===== src/rtl/card_grid_pkg.sv =====
// Card-grid geometry shared by the selection controller and the display.
package card_grid_pkg;

    localparam int unsigned GRID_ROWS = 8;
    localparam int unsigned GRID_COLS = 18;
    localparam int unsigned NUM_CELLS = GRID_ROWS * GRID_COLS;
    localparam int unsigned CELL_W    = 32;
    localparam int unsigned X0        = 32;
    localparam int unsigned X_END     = X0 + GRID_COLS * CELL_W;
    localparam int unsigned CELL_H    = 46;
    localparam int unsigned CARD_BITS = 6;

    localparam logic [CARD_BITS-1:0] CARD_EMPTY = 6'd0;

    typedef enum logic [1:0] {
        IDLE,
        DECODE,
        CHECK
    } sel_state_t;

    // Rows 0..5 sit on a 55 px pitch; rows 6 and 7 are offset by the display layout.
    function automatic logic [9:0] row_start(input logic [2:0] r);
        case (r)
            3'd0: return 10'd19;
            3'd1: return 10'd74;
            3'd2: return 10'd129;
            3'd3: return 10'd184;
            3'd4: return 10'd239;
            3'd5: return 10'd294;
            3'd6: return 10'd360;
            3'd7: return 10'd415;
        endcase
    endfunction

endpackage


===== src/rtl/grid_hit_decode.sv =====
// Combinational pixel position to card-grid cell decode.
module grid_hit_decode
    import card_grid_pkg::*;
(
    input  logic [9:0] x,
    input  logic [9:0] y,
    output logic       col_valid,
    output logic       row_valid,
    output logic [7:0] idx
);

    logic [9:0] x_off;
    logic [4:0] col;
    logic [2:0] row;
    logic [7:0] row_w;

    // Column from 32 px slices, row by searching the start table, idx = row*18 + col.
    always_comb begin
        x_off     = x - 10'(X0);
        col_valid = (x >= 10'(X0)) && (x < 10'(X_END));
        col       = x_off[9:5];
        row_valid = 1'b0;
        row       = '0;
        for (int unsigned r = 0; r < GRID_ROWS; r++) begin
            if ((y >= row_start(3'(r))) && (y < row_start(3'(r)) + 10'(CELL_H))) begin
                row_valid = 1'b1;
                row       = 3'(r);
            end
        end
        row_w = {5'd0, row};
        idx   = (row_w << 4) + (row_w << 1) + {3'd0, col};
    end

endmodule


===== src/rtl/card_select_ctrl.sv =====
// Mouse-driven card selection: toggles sel_card bits on left-click edges.
module card_select_ctrl
    import card_grid_pkg::*;
#(
    parameter int unsigned MAX_SEL = 144
)
(
    input  logic         clk,
    input  logic         rst,
    input  logic         interboard_rst,
    input  logic         en,
    input  logic [9:0]   mouse_x,
    input  logic [9:0]   mouse_y,
    input  logic         l_click,
    input  logic         clear_sel,
    input  logic [863:0] map,
    output logic [143:0] sel_card,
    output logic [7:0]   sel_cnt,
    output logic         hover_valid,
    output logic [7:0]   hover_idx,
    output logic         sel_change
);

    sel_state_t state;

    logic                 click_q;
    logic                 click_edge;
    logic [9:0]           lat_x;
    logic [9:0]           lat_y;
    logic                 c_row_valid;
    logic                 c_col_valid;
    logic [7:0]           c_idx;
    logic                 dec_row_valid;
    logic                 dec_col_valid;
    logic [7:0]           dec_idx;
    logic                 h_row_valid;
    logic                 h_col_valid;
    logic [7:0]           h_idx;
    logic [CARD_BITS-1:0] cell_code;
    logic                 cell_sel;
    logic                 commit;

    grid_hit_decode u_click_decode (
        .x         (lat_x),
        .y         (lat_y),
        .col_valid (c_col_valid),
        .row_valid (c_row_valid),
        .idx       (c_idx)
    );

    grid_hit_decode u_hover_decode (
        .x         (mouse_x),
        .y         (mouse_y),
        .col_valid (h_col_valid),
        .row_valid (h_row_valid),
        .idx       (h_idx)
    );

    // Click edge and commit qualification for the cell held in the decode registers.
    always_comb begin
        click_edge = l_click & ~click_q;
        cell_code  = map[int'(dec_idx) * CARD_BITS +: CARD_BITS];
        cell_sel   = sel_card[dec_idx];
        commit     = dec_row_valid && dec_col_valid && (cell_code != CARD_EMPTY) &&
                     (cell_sel || (32'(sel_cnt) < MAX_SEL));
    end

    // Selection FSM: latch click position, decode, then toggle; clear_sel overrides.
    always_ff @(posedge clk or posedge rst) begin
        if (rst) begin
            state         <= IDLE;
            click_q       <= 1'b0;
            lat_x         <= '0;
            lat_y         <= '0;
            dec_row_valid <= 1'b0;
            dec_col_valid <= 1'b0;
            dec_idx       <= '0;
            sel_card      <= '0;
            sel_cnt       <= '0;
            sel_change    <= 1'b0;
        end else if (interboard_rst) begin
            state         <= IDLE;
            click_q       <= 1'b0;
            lat_x         <= '0;
            lat_y         <= '0;
            dec_row_valid <= 1'b0;
            dec_col_valid <= 1'b0;
            dec_idx       <= '0;
            sel_card      <= '0;
            sel_cnt       <= '0;
            sel_change    <= 1'b0;
        end else begin
            click_q    <= l_click;
            sel_change <= 1'b0;
            if (clear_sel) begin
                sel_card   <= '0;
                sel_cnt    <= '0;
                sel_change <= (sel_cnt != 8'd0);
                state      <= IDLE;
            end else begin
                case (state)
                    IDLE: begin
                        if (click_edge && en) begin
                            lat_x <= mouse_x;
                            lat_y <= mouse_y;
                            state <= DECODE;
                        end
                    end
                    DECODE: begin
                        dec_row_valid <= c_row_valid;
                        dec_col_valid <= c_col_valid;
                        dec_idx       <= c_idx;
                        state         <= CHECK;
                    end
                    CHECK: begin
                        if (commit) begin
                            sel_card[dec_idx] <= ~cell_sel;
                            sel_cnt           <= cell_sel ? (sel_cnt - 8'd1) : (sel_cnt + 8'd1);
                            sel_change        <= 1'b1;
                        end
                        state <= IDLE;
                    end
                    default: state <= IDLE;
                endcase
            end
        end
    end

    // Hover path: register the live mouse decode every cycle.
    always_ff @(posedge clk or posedge rst) begin
        if (rst) begin
            hover_valid <= 1'b0;
            hover_idx   <= '0;
        end else if (interboard_rst) begin
            hover_valid <= 1'b0;
            hover_idx   <= '0;
        end else begin
            hover_valid <= h_row_valid & h_col_valid;
            hover_idx   <= h_idx;
        end
    end

endmodule

===== config.mk =====
export PLATFORM = sky130hd
export DESIGN_NAME = card_select_ctrl
export DESIGN_NICKNAME = d
export VERILOG_FILES = /design/src/rtl/card_grid_pkg.sv /design/src/rtl/grid_hit_decode.sv /design/src/rtl/card_select_ctrl.sv
export SDC_FILE = /design/constraint.sdc
export NUM_CORES = 1
export LEC_CHECK = 0
export CORE_AREA = 2 2 404 406
export CTS_CLUSTER_SIZE = 28
export DETAILED_ROUTE_END_ITERATION = 8
export DIE_AREA = 0 0 406 408
export GPL_ROUTABILITY_DRIVEN = 1
export MAX_ROUTING_LAYER = met4
export PLACE_DENSITY_LB_ADDON = 0.15
export SYNTH_ARGS = -nofsm -noshare
export SYNTH_HDL_FRONTEND = slang
export SYNTH_SLANG_ARGS = --single-unit
export TNS_END_PERCENT = 20

===== constraint.sdc =====
create_clock -name clk -period 19.7 [get_ports clk]
set_input_delay 3.94 -clock clk [delete_from_list [all_inputs] [get_ports clk]]
set_output_delay 3.94 -clock clk [all_outputs]
set_load 0.02 [all_outputs]

==> flow_summary.yaml <==
status:
  status: "finished, final reports clean"
logic_synthesis:
  synth_top_family_by_area: "simple AND/OR/NAND/NOR gates"
  ys_warn_count: 0
  syn_area_mm2: 0.0167
  synth_most_common_cell: "nand2_1"
  syn_nets: 2854
  synthSimpleGateAreaFrac_pct: 22.6
  synth-adder-area-share_pct: 1.71
  synthMuxAreaShare_pct: 17.8
  synth_top_area_cell: "dfrtp_1"
  synth_ff_type: "dfrtp_1"
  async_reset_ff_share_pct: 100
  syn_area_per_cell_um2: 8.59
  netlist_top_cells_count: "211 x nand2_1, 195 x dfrtp_1, 178 x nor2_1"
  synth-compound-area-share_pct: 21.1
  yosys.area.top_type_share_pct: 29.2
  synth_cell_types: 79
  seq_area_frac_synth_pct: 29.2
  synth-seq-cells: 195
  synth_edf_count: 0
  synth-xor-area-share_pct: 0.997
  synth_cells: 1943
  synth.top_cells.by_area: "dfrtp_1 29%, mux4_2 8.8%, mux2i_1 8.8%"
timing:
  finalSetupViolCount: 0
  fin_tns_setup_ns: 0
  rsz0062_at_grt: "false"
  tightestPinTransition_ns: 1.30
  hold_violations: 0
  clock_skew_ns: 0.0293
  finalCritPeriodShare_pct: 43.3
  relSlewSlack_pct: 12.5
  slew_viol_final: 0
  post-route-min-period_ns: 8.53
  fmax_mhz: 117
cells_and_area:
  area_delta_synth_final_pct: 80.8
  num-nets-final: 3805
  instances_no_fill: 5105
  multiInputGateArea_mm2: 0.0108
  fill_cells: 18000
  seq_area_mm2: 0.00490
  drive_gt1_share_pct: 7.09
clock_network:
  root_buffer: "clkbuf_16"
  cts.reportedPaths.clkPinSlew_ns: 0.08
  cts_max_level: 4
  cts_hold_buf: 0
  clk_latency_ns: 0.51
  ctsResizeCount: 0
  post_cts_buffers: 0
  cts_buffers: 17
  cts_tree: "yes"
  cts.sinks: 195
  cts.path.max_buffers: 2
floorplan:
  dieArea_mm2: 0.166
  initial_core_util_pct: 10.3
  die_w_um: 406
  fp.dieH_um: 408
  placementRows: 148
  ios: 1052
  coreArea_mm2: 0.162
setup_path:
  r2r_end: "sel_card[93]$_DFFE_PP0P_"
  start_kind: "input pin"
  path_delay_family: "compound AO/OA/AOI/OAI gates"
  ff2ff_setup_slack_ns: 13.08
  worstRegToRegCells: 14
  crit_required_ns: 20.08
  cp_slowest_cell: "o311ai_1"
  crit_start: "map[161]"
  crit_arrival_ns: 8.91
  crit_fanout: 105
  reg2reg_from: "dec_idx[0]$_DFFE_PP0P_"
  crit_chain: "clkdlybuf4s50_1, o311ai_1, o32ai_1, a2111oi_2, or4bb_1, a31oi_1, nand4_1, or3_1, o211ai_4, buf_4, o311ai_0, o41ai_1"
  slowest_delay_ns: 0.81
  end_kind: "flip-flop"
  worst-path-buf-inv: 2
  critical_path_class: "in -> reg"
power:
  ir_worst_vdd_uv: 70.3
  power.total_mw: 1.10
  powerDensity_mw_per_mm2: 36.4
  p_leak_nw: 10.6
routing:
  viasPerCell: 3.95
  firstDrtPassIters: 5
  dr_total_vias: 20200
  drc: 0
  ant_nets: 0
  finalWirelength_mm: 152
  avgRoutedWirePerCell_um: 29.8
  drt-initial-drc-count: 1144
global_route:
  overflow: 0
  grt_max_degree: 138
  grt_use_total_pct: 18.1
  antenna_found_initial: 48
  grt_pass1_vias: 21100
  grt_pass1_wl_mm: 196
hold_path:
  min_path_cells: 2
  min-delay-start: "dec_col_valid$_DFFE_PP0P_"
  hold_class: "reg -> reg"
  min_to: "dec_col_valid$_DFFE_PP0P_"
place:
  numPortBuffers: 1051
  dp_cells: 5050
  globalplace.congestion: 0.839
  dp_hpwl_mm: 123
job:
  drv_cap: 0
-- worst reg2reg max path: stages, from the launching register on --
cell and delay (ns):
dfrtp_4 0.87, buf_12 0.53, buf_12 0.55, buf_4 0.85, nor3_1 0.21, a211oi_1 0.26, a21oi_1 0.08, nand4_1 0.20
o211ai_1 0.31, o21ai_1 0.62, or3_1 0.29, o211a_4 0.47, buf_4 0.76, and3_1 0.33, mux2i_1 0.18
-- placed cells by master (no fill, tap or decap), types with 7 or more instances in the layout --
master	Yosys	routed
o31ai_1	12	12
or3_1	18	18
xnor2_1	11	11
buf_4	25	61
nor2_1	178	173
nor3_1	154	151
ha_1	18	18
o211ai_1	7	7
o311ai_0	57	56
mux2i_1	146	146
nor2b_1	15	11
nand3b_1	10	10
clkdlybuf4s50_1	0	1051
clkbuf_16	0	17
a211oi_1	38	38
o41ai_1	57	57
nand2b_1	9	8
nor4_1	29	28
nand3_1	75	75
mux4_2	65	65
a21o_1	12	12
nor3b_1	10	9
o22ai_1	19	19
xor2_1	8	8
inv_1	17	15
nand4_1	16	16
a31oi_1	12	12
or4_1	17	17
a22oi_1	26	26
diode_2	0	25
o21ai_0	44	44
and3_1	28	28
a21oi_1	142	142
dfrtp_1	195	189
nand2_1	211	209
-- per-stage QoR --
stage	setup WS (ns)	hold slack (ns)	util [%]	area [µm²]
4_1_cts	10.96	0.500	18.6	30100
3_3_place_gp	9.79	0.471	18.3	29600
2_1_floorplan	10.45	0.450	-	16700
6_report	11.17	0.502	18.7	30200
5_1_grt	10.75	0.535	18.7	30200
3_5_place_dp	10.43	0.481	18.3	29600
-- report_power, final --
group          internal, mW  switching (mW)
Clock                 0.181           0.182
Combinational         0.198           0.131
Sequential            0.403         0.00462
Total                 0.782           0.318
-- kinds of logic (layout without fill, tap and decap cells) --
| group | Yosys count | after routing |
|---|---|---|
| buf+inv | 202 | 1164 |
| simple gates | 791 | 791 |
| other cells | 0 | 25 |
| xor+xnor | 19 | 19 |
| fa+ha+maj | 21 | 21 |
| flops | 195 | 195 |
| mux | 215 | 215 |
| compound gates | 500 | 500 |
-- sequential cells by signal, summed over array words and instances, names as in the netlist, 2 cells and up --
signal	count
sel_cnt	8
lat_x	10
sel_card	144
hover_idx	8
lat_y	10
dec_idx	8
state	2
-- per-layer routing --
layer	global-route usage, %	wire, µm
met5	-	0
met4	4.36	2810
met3	3.37	7980
met2	31.4	77000
met1	21.5	64200
-- area by class of cell --
type	count	share of cell area, %
tap	2175	9.01
sequential	195	16.2
timing repair buffer	1115	36.6
clock inverter	10	0.344
clock buffer	20	1.51
multi-input combinational	1546	35.9
antenna	25	0.207
inverter	19	0.261
-- worst max path at each step --
stage,to,cells after the start,slack [ns]
5_1_grt,sel_card[35]$_DFFE_PP0P_,12,10.75
6_report,sel_card[35]$_DFFE_PP0P_,12,11.17
4_1_cts,sel_card[4]$_DFFE_PP0P_,12,10.96
3_3_place_gp,sel_card[88]$_DFFE_PP0P_,11,9.79
3_5_place_dp,sel_card[13]$_DFFE_PP0P_,12,10.43
2_1_floorplan,click_q$_DFF_PP0_,1,10.45
No activity file was read; power rests on OpenSTA's default activity.
